**src/rtl/vedic_seq_multiplier.sv**
```systemverilog
// Column-serial Urdhva-Tiryagbhyam multiplier: one crosswise column of a*b per clock.
// Latency: 2*WIDTH-1 cycles from operand accept to out_valid.
// Backpressure: product/out_valid held while out_ready=0; in_ready low until result is taken.
module vedic_seq_multiplier #(
  parameter int WIDTH = 8
) (
  input  logic                 clk,
  input  logic                 rst_n,
  input  logic                 in_valid,
  output logic                 in_ready,
  input  logic [WIDTH-1:0]     a,
  input  logic [WIDTH-1:0]     b,
  output logic                 out_valid,
  input  logic                 out_ready,
  output logic [2*WIDTH-1:0]   product,
  output logic                 busy
);

  // Column accumulator must hold carry + column popcount (each <= WIDTH).
  localparam int CW = $clog2(WIDTH) + 2;
  localparam int KW = $clog2(2 * WIDTH);
  localparam int IW = $clog2(WIDTH);
  localparam logic [KW-1:0] K_LAST = KW'(2 * WIDTH - 2);

  localparam logic [1:0] S_IDLE    = 2'd0;
  localparam logic [1:0] S_COMPUTE = 2'd1;
  localparam logic [1:0] S_DONE    = 2'd2;

  logic [1:0]         r_state;
  logic [WIDTH-1:0]   r_a;
  logic [WIDTH-1:0]   r_b;
  logic [KW-1:0]      r_k;
  logic [CW-1:0]      r_carry;
  logic [2*WIDTH-1:0] r_product;

  logic [KW-1:0]      w_j;
  logic [CW-1:0]      w_col_sum;
  logic [CW-1:0]      w_acc;

  // Popcount of the k-th anti-diagonal: a[i]&b[k-i] for every row i that lands inside b.
  always_comb begin
    w_col_sum = '0;
    w_j       = '0;
    for (int i = 0; i < WIDTH; i++) begin
      w_j = r_k - KW'(i);
      if ((r_k >= KW'(i)) && (w_j < KW'(WIDTH))) begin
        w_col_sum = w_col_sum + CW'(r_a[i] & r_b[w_j[IW-1:0]]);
      end
    end
  end

  assign w_acc = r_carry + w_col_sum;

  // Control FSM and column datapath; the last column also yields the product MSB from its carry.
  always_ff @(posedge clk or negedge rst_n) begin
    if (!rst_n) begin
      r_state   <= S_IDLE;
      r_a       <= '0;
      r_b       <= '0;
      r_k       <= '0;
      r_carry   <= '0;
      r_product <= '0;
    end else begin
      case (r_state)
        S_IDLE: begin
          if (in_valid) begin
            r_a       <= a;
            r_b       <= b;
            r_k       <= '0;
            r_carry   <= '0;
            r_product <= '0;
            r_state   <= S_COMPUTE;
          end
        end
        S_COMPUTE: begin
          r_product[r_k] <= w_acc[0];
          r_carry        <= w_acc >> 1;
          r_k            <= r_k + KW'(1);
          if (r_k == K_LAST) begin
            r_product[2*WIDTH-1] <= w_acc[1];
            r_state              <= S_DONE;
          end
        end
        S_DONE: begin
          if (out_ready) begin
            r_state <= S_IDLE;
          end
        end
        default: r_state <= S_IDLE;
      endcase
    end
  end

  assign in_ready  = (r_state == S_IDLE);
  assign out_valid = (r_state == S_DONE);
  assign busy      = (r_state != S_IDLE);
  assign product   = r_product;

endmodule

```
**config.mk**
```make
export PLATFORM = sky130hd
export DESIGN_NAME = vedic_seq_multiplier
export DESIGN_NICKNAME = d
export VERILOG_FILES = /design/src/rtl/vedic_seq_multiplier.sv
export SDC_FILE = /design/constraint.sdc
export NUM_CORES = 1
export LEC_CHECK = 0
export ABC_AREA = 0
export ABC_CLOCK_PERIOD_IN_PS = 8000
export BUFFER_PORTS_ARGS = -buffer_cell sky130_fd_sc_hd__buf_2
export CAP_MARGIN = 15
export CELL_PAD_IN_SITES_DETAIL_PLACEMENT = 1
export CELL_PAD_IN_SITES_GLOBAL_PLACEMENT = 1
export CORE_ASPECT_RATIO = 1.1
export CORE_UTILIZATION = 42
export DETAILED_ROUTE_END_ITERATION = 6
export PLACE_DENSITY = 0.83
export RECOVER_POWER = 50
export SYNTH_ARGS = -nofsm -noshare
export SYNTH_HDL_FRONTEND = slang
export SYNTH_SLANG_ARGS = --single-unit
```
**constraint.sdc**
```tcl
create_clock -name clk -period 8 [get_ports clk]
set_input_delay 1.2 -clock clk [delete_from_list [all_inputs] [get_ports clk]]
set_output_delay 1.2 -clock clk [all_outputs]
set_load 0.1 [all_outputs]
```
==> reports/metrics.yaml, run 1 <==
cells_and_area:
  n_antenna_cell: 0
  multiInputGateArea_um2: 2330
  fillers: 960
  final-seq-area_um2: 1050
  final_common_cell: "dfrtp_1"
  drive_above_1_share_pct: 23.6
  mostFrequentLayoutCells: "41 x dfrtp_1, 34 x nand3_1, 33 x buf_2, 30 x nand2_1, 29 x ha_1"
  nNetsFinal: 449
  syn_to_final_growth_pct: 12.3
  finalNonFillerCells: 507
  postLayoutCellArea_um2: 3940
sta:
  tns_ns: 0
  drv_slew: 43
  finalHoldViolCount: 0
  relSlewSlack_pct: -51.4
  timing.fmax_ghz: 0.133
  finalSetupViolations: 0
  min_period_over_period_pct: 94.2
  min_period_ns: 7.54
  fin_skew_ns: 0.0113
  tightestPinTransition_ns: 2.27
  rsz0062_at_grt: "no"
  holdWs_ns: 0.508
clock_tree:
  clk_pin_slew_ns: 0.10
  clk_path_buf_depth: 2
  clkLatencyLatePin_ns: 0.31
  cts.sink_count: 42
  hold_buffers: 0
  tritoncts: "built"
  h-tree-depth: 2
  cts_buffers: 5
  cts_root_buf: "clkbuf_8"
placed_design:
  gp_congestion: 0.817
  dpl_cell_area_um2: 3760
  io_buffer_count: 38
  hpwlAfterDp_um: 6730
  placed_cells: 494
routing:
  dr.pass1.iters: 4
  viasPerCell: 5.83
  wl_per_cell_um: 18.6
  drc_errors: 0
  drt-initial-drc-count: 156
  routed_wl_um: 9450
  drtAntennaViolNets: 0
  vias: 2958
floorplan:
  die_area_um2: 8720
  ios: 39
  initial_core_util_pct: 43.9
  fp.dieH_um: 97.9
  die_x_um: 89.1
  core-area_um2: 8000
  row_count: 34
yosys:
  ys_ff_latch: 42
  yosysTopAreaCellShare_pct: 30.0
  yosysTopAreaCell: "dfrtp_1"
  ys.flop_type: "dfrtp_1"
  synth_fp_nets: 413
  synth_area_um2: 3510
  ys_warn_count: 0
  synth_cell_types: 67
  synth-edff-count: 0
  synthTopCellsByArea: "dfrtp_1 30%, ha_1 11%, mux2_2 6.1%, nand3_1 4.9%, o21ai_0 3.9%"
  yosysSeqAreaShare_pct: 30.0
  synth_cells: 362
  synthArstFlopShare_pct: 100
  syn_area_per_cell_um2: 9.69
global_routing:
  grt_pass1_wl_um: 15500
  grt_pass1_vias: 3038
  grt_max_degree: 43
  grt_usage_pct: 22.9
  grt_antenna_before_repair: 0
  overflow: 0
hold_path:
  hp-class: "reg2reg"
worst_setup_path:
  critPathArrivalTime_ns: 7.72
  critPathKind: "reg2reg"
  crit_path_start_kind: "flop"
  slowest_delay_ns: 0.66
  critPathCaptureType: "flop"
  worst_path_most_repeated_cell: "ha_1"
  worstPathRequired_ns: 8.19
  slowest_stage: "mux4_1"
  cp_max_fo: 9
run:
  maxCapViolCount: 1
run_status:
  violations: "capacitance limit, slew limit"
  outcome: "finished, violations left"
## logic make-up (layout without fill, tap and decap cells)
logic type	after synthesis	in the layout	share of synthesized area, %
and+or+nand+nor	124	124	19.0
AOI/OAI and AO/OA	83	83	16.5
buffers and inverters	33	70	4.67
adders and majority gates	31	31	11.3
xor gates and xnor gates	15	15	4.60
muxes	34	34	13.9
DFF	42	42	30.0
## per-layer routing
layer	wire [um]	GRT usage [%]	vias to the layer above
met5	0	0	-
met2	4990	39.2	51
met1	3920	28.9	1494
li1	-	-	1393
met4	266	8.30	0
met3	272	3.13	20
## repair_timing
action                     4_1_cts  5_1_grt
gates cloned                     0        0
setup endpoints to repair        1        1
resized for setup                1        6
pin swaps                        0        1
buffers inserted                 0        5
## critical path: cells and delay by family (launching register included)
family / cells / cell delay (ns)
buffers and inverters: 3 / 0.18
DFF: 1 / 0.50
AOI/OAI and AO/OA: 8 / 1.56
adders and majority gates: 8 / 2.29
muxes: 6 / 1.98
and+or+nand+nor: 4 / 0.89
## stage by stage
stage | util (%) | setup slack, ns
floorplan | - | 0.538
global placement | 47.0 | 0.433
detailed placement | 47.0 | 0.130
CTS | 48.5 | 0.130
global route | 49.2 | 0.0395
finish | 49.2 | 0.463
## cell usage after synthesis, drive strengths merged (2+ instances only)
| cell | instances |
|---|---|
| o31ai | 2 |
| a211o | 4 |
| dfrtp | 42 |
| o21ai | 29 |
| nor4b | 2 |
| o21a | 2 |
| a22o | 3 |
| and4 | 2 |
| nand2b | 6 |
| buf | 8 |
| nor2b | 10 |
| a21oi | 13 |
| ha | 30 |
| nor2 | 14 |
| and2 | 3 |
| a31oi | 4 |
| mux4 | 8 |
| nand3 | 34 |
| a21boi | 9 |
| xnor2 | 5 |
| mux2i | 5 |
| mux2 | 21 |
| a21o | 4 |
| o211ai | 2 |
| inv | 14 |
| clkbuf | 10 |
| nand4 | 4 |
| or3 | 4 |
| nor3 | 5 |
| and3 | 5 |
| xor3 | 2 |
| xor2 | 8 |
| nand2 | 30 |
## path summary, 6_finish.rpt
| check | from | end | slack (ns) | cells after the start |
|---|---|---|---|---|
| setup / recovery | r_k[1] | r_carry[3] | 0.46 | 29 |
| hold / removal | product[6] | product[6] | 0.51 | 2 |
| setup reg to reg | r_k[1] | r_carry[3] | 0.46 | 29 |
| hold reg to reg | product[6] | product[6] | 0.51 | 2 |
| max in group asynchronous | rst_n | r_k[1] | 4.98 | 1 |
| min in group asynchronous | rst_n | product[5] | 1.56 | 1 |
## state kept, by name, indices dropped and copies added, names as in the netlist
name	flops
r_state	2
r_a	8
product	16
r_carry	4
r_k	4
r_b	8
## final cells by class
class,instances,area share (%)
multi-input cells,287,59.1
flip-flops and latches,42,26.7
repair buffers,48,6.38
well taps,108,3.43
clock buffers,5,1.75
inverters,14,1.33
clock inverters,3,1.24
Power of run 1 is left out: the tool's default activity adds up to more than one toggle a clock period on the data nets, which glitch-free logic cannot reach.
==> run 2: changes to the inputs <==
PLACE_DENSITY = 0.82   (was 0.83)
==> run 2 against run 1 <==
  * The flow still finishes with violations (capacitance limit, slew limit)
  * Worst hold slack lost 0.0038 ns
  * Register-to-register slack got worse by 0.04 ns
  * Routed wire length shrank 3.2%
  * Via count fell by 0.88%
==> reports/metrics.yaml, run 2 (synthesis results as in run 1) <==
cells_and_area:
  nNetsFinal: 445
  mostFrequentLayoutCells: "41 x dfrtp_1, 37 x buf_2, 34 x nand3_1, 30 x nand2_1, 29 x ha_1"
  drive_above_1_share_pct: 23.5
  n_antenna_cell: 0
  syn_to_final_growth_pct: 10.6
  final_common_cell: "dfrtp_1"
  fillers: 961
  largest_reg_flops: 16
  multiInputGateArea_um2: 2320
  final-seq-area_um2: 1050
clock_tree:
  clk_path_buf_depth: 2
  tritoncts: "built"
  h-tree-depth: 2
  cts_root_buf: "clkbuf_8"
  cts.sink_count: 42
  clk_pin_slew_ns: 0.09
  cts_buffers: 5
  clkLatencyLatePin_ns: 0.30
  hold_buffers: 0
sta:
  finalSetupViolations: 0
  drv_slew: 73
  timing.fmax_ghz: 0.132
  finalHoldViolCount: 0
  tightestPinTransition_ns: 2.34
  holdWs_ns: 0.504
  fin_skew_ns: 0.00686
  setup_slack_ns: 0.422
  min_period_ns: 7.58
  relSlewSlack_pct: -55.8
  min_period_over_period_pct: 94.7
floorplan:
  row_count: 34
  die_area_um2: 8720
  fp.dieH_um: 97.9
  core-area_um2: 8000
  ios: 39
  die_x_um: 89.1
  initial_core_util_pct: 43.9
worst_setup_path:
  slowest_stage: "dfrtp_2"
  r2r-start: "r_k[1]"
  timing.rr.end: "r_carry[3]"
  reg2reg_depth: 31
  rrSetupSlack_ns: 0.42
  critPathCaptureType: "flop"
  worst_path_most_repeated_cell: "ha_1"
  worstPathRequired_ns: 8.19
  slowest_delay_ns: 0.44
  critPathArrivalTime_ns: 7.77
  crit_path_start_kind: "flop"
  cp_max_fo: 7
  critPathKind: "reg2reg"
global_routing:
  grt_usage_pct: 22.3
  grt_antenna_before_repair: 0
  overflow: 0
  grt_pass1_wl_um: 15100
  grt_max_degree: 43
  grt_pass1_vias: 3175
hold_path:
  min_delay_worst_endpoint: "r_a[3]"
  min_from: "r_a[3]"
  hp-class: "reg2reg"
  whs_path_depth: 1
routing:
  routed_wl_um: 9150
  viasPerCell: 5.83
  dr.pass1.iters: 4
  drtAntennaViolNets: 0
  wl_per_cell_um: 18.2
  drt-initial-drc-count: 151
  vias: 2932
  drc_errors: 0
placed_design:
  gp_congestion: 0.859
  io_buffer_count: 38
  hpwlAfterDp_um: 6860
  dp_slack_ns: 0.285
run_status:
  violations: "capacitance limit, slew limit"
  outcome: "finished, violations left"
run:
  maxCapViolCount: 2
-- run 2: how the worst max path moves through the flow --
stage,cells after the start,slack (ns),to,start
5_1_grt,31,-0.02,r_carry[3],r_k[1]
3_3_place_gp,30,0.60,r_carry[3],r_k[1]
3_5_place_dp,31,0.29,r_carry[3],r_k[1]
4_1_cts,31,0.19,r_carry[3],r_k[1]
6_report,31,0.42,r_carry[3],r_k[1]
2_1_floorplan,32,0.54,r_carry[3],r_k[0]
-- run 2: area by class of cell --
type	instances	area share, %
Sequential cell	42	27.1
Clock buffer	7	2.22
Inverter	14	1.35
Clock inverter	1	0.226
Tap cell	108	3.48
Timing Repair Buffer	44	5.83
Multi-Input combinational cell	287	59.8
-- run 2: timing repair --
item	CTS	global route
buffers inserted	0	0
gates resized for setup	0	5
endpoints found under the setup margin	0	1
-- run 2: metrics by stage --
| stage | std cells | instance area [um2] | setup TNS [ns] | util (%) |
|---|---|---|---|---|
| after floorplan | 362 | 3510 | 0 | - |
| after detailed placement | 495 | 3770 | 0 | 47.1 |
| after global placement | 495 | 3770 | 0 | 47.1 |
| final | 503 | 3880 | 0 | 48.5 |
| after CTS | 503 | 3860 | 0 | 48.3 |
| after global routing | 503 | 3880 | -0.0152 | 48.5 |
-- run 2: worst max-delay path: cells and delay by family, from the launching register on --
family | cells | cell delay [ns]
adders and majority gates | 9 | 2.92
muxes | 4 | 1.07
AOI/OAI and AO/OA | 7 | 1.26
DFF | 1 | 0.44
and+or+nand+nor | 8 | 1.48
buffers and inverters | 3 | 0.27
-- run 2: routing by layer --
| layer | share of wire [%] | wire, um | up-vias | GRT usage, % |
|---|---|---|---|---|
| li1 | - | - | 1383 | - |
| met1 | 41 | 3770 | 1463 | 27.0 |
| met2 | 54 | 4930 | 67 | 39.6 |
| met3 | 2.6 | 239 | 19 | 2.54 |
| met4 | 2.3 | 213 | 0 | 8.55 |
| met5 | 0 | 0 | - | 0 |
Power of run 2 is left out for the same reason.
==> run 3: changes to the inputs <==
BUFFER_PORTS_ARGS = unset   (was -buffer_cell sky130_fd_sc_hd__buf_2)
CORE_UTILIZATION = 45   (was 42)
DONT_BUFFER_PORTS = 1   (was unset)
PLACE_DENSITY = 0.81   (was 0.82)
RECOVER_POWER = 25   (was 50)
==> run 3 against run 2 <==
  * First-iteration DRC count fell by 34%
  * Core utilization rose by 1.1 points
  * Count of clock-buffer cells in the layout fell by 2
  * Register-to-register slack improved by 0.03 ns
  * The run now ends clean
  * Final cell count fell by 7.8%
  * Clock skew rose by 0.0012 ns
  * Global-route usage fell by 0.13 points
  * Highest routed layer unchanged
==> reports/metrics.yaml, run 3 (synthesis results as in run 1) <==
worst_setup_path:
  crit_path_start_kind: "flop"
  slowest_stage: "dfrtp_2"
  worst_path_most_repeated_cell: "ha_1"
  slowest_delay_ns: 0.48
  critPathCaptureType: "flop"
  critPathKind: "reg2reg"
  critPathArrivalTime_ns: 7.79
  worstPathRequired_ns: 8.24
  cp_max_fo: 9
sta:
  fin_skew_ns: 0.00804
  min_period_over_period_pct: 94.3
  relSlewSlack_pct: 22.0
  drv_slew: 0
  rsz0062_at_grt: "no"
  finalSetupViolations: 0
  finalHoldViolCount: 0
  tightestPinTransition_ns: 1.17
  timing.fmax_ghz: 0.133
  tns_ns: 0
  min_period_ns: 7.55
  holdWs_ns: 0.507
global_routing:
  grt_pass1_wl_um: 14100
  grt_max_degree: 43
  grt_usage_pct: 22.1
  grt_antenna_before_repair: 0
  overflow: 0
  grt_pass1_vias: 2824
routing:
  drtAntennaViolNets: 0
  dr.pass1.iters: 4
  wl_per_cell_um: 18.1
  drt-initial-drc-count: 99
  routed_wl_um: 8380
  viasPerCell: 5.92
  drc_errors: 0
  vias: 2745
cells_and_area:
  drive_above_1_share_pct: 17.3
  mostFrequentLayoutCells: "41 x dfrtp_1, 34 x nand3_1, 30 x nand2_1, 29 x ha_1, 27 x o21ai_0"
  largest_reg_flops: 16
  postLayoutCellArea_um2: 3730
  nNetsFinal: 409
  n_antenna_cell: 0
  finalNonFillerCells: 464
  final_common_cell: "dfrtp_1"
  syn_to_final_growth_pct: 6.35
  fillers: 860
placed_design:
  gp_congestion: 0.819
  io_buffer_count: 0
  placed_cells: 453
  hpwlAfterDp_um: 6420
  dpl_cell_area_um2: 3570
clock_tree:
  clk_path_buf_depth: 2
  cts_buffers: 5
  clk_pin_slew_ns: 0.09
  cts.sink_count: 42
  tritoncts: "built"
  h-tree-depth: 2
  clkLatencyLatePin_ns: 0.30
  hold_buffers: 0
  cts_root_buf: "clkbuf_8"
floorplan:
  row_count: 33
  fp.dieH_um: 94.6
  core-area_um2: 7510
  ios: 39
  die_area_um2: 8150
  die_x_um: 86.2
  initial_core_util_pct: 46.7
hold_path:
  hp-class: "reg2reg"
run_status:
  outcome: "finished clean"
run:
  maxCapViolCount: 0
## run 3: final cells by class
type | instances | area (um2) | area share (%)
Tap cell | 105 | 131 | 3.52
Clock buffer | 5 | 68.8 | 1.84
Clock inverter | 3 | 43.8 | 1.17
Sequential cell | 42 | 1050 | 28.2
Inverter | 14 | 52.6 | 1.41
Multi-Input combinational cell | 287 | 2320 | 62.2
Timing Repair Buffer | 8 | 60.1 | 1.61
## run 3: timing repair
item                       4_1_cts  5_1_grt
gates resized for setup          0        5
buffers inserted                 0        3
setup endpoints to repair        0        1
## run 3: layer usage
layer	share of wire, %	vias up	global-route usage, %	wire, um
met5	0	-	0	0
met4	1.5	0	7.22	124
met3	2.1	10	3.23	174
met2	52	29	39.0	4340
met1	45	1389	27.8	3740
li1	-	1317	-	-
## run 3: through the flow
step                      util, %  worst slack, ns
after floorplan                 -            0.538
after global routing         49.7           0.0318
after CTS                    49.0           0.0146
after detailed placement     47.5           0.0895
after global placement       47.5            0.441
final                        49.7            0.455
## run 3: worst paths after layout
kind                              from          to  slack, ns  depth (start not counted)
worst max-delay path            r_k[1]  r_carry[3]       0.45                         30
worst min-delay path            r_a[4]      r_a[4]       0.51                          1
worst max register to register  r_k[1]  r_carry[3]       0.45                         30
worst min register to register  r_a[4]      r_a[4]       0.51                          1
max in group asynchronous        rst_n  product[4]       7.33                          0
min in group asynchronous        rst_n      r_k[1]       0.58                          0
## run 3: worst max-delay path: cells and delay by family, from the launching register on
family | cells | cell delay [ns]
adders and majority gates | 9 | 2.84
AOI/OAI and AO/OA | 6 | 1.20
buffers and inverters | 3 | 0.27
muxes | 5 | 1.33
DFF | 1 | 0.48
and+or+nand+nor | 7 | 1.35
Power of run 3 is left out for the same reason.
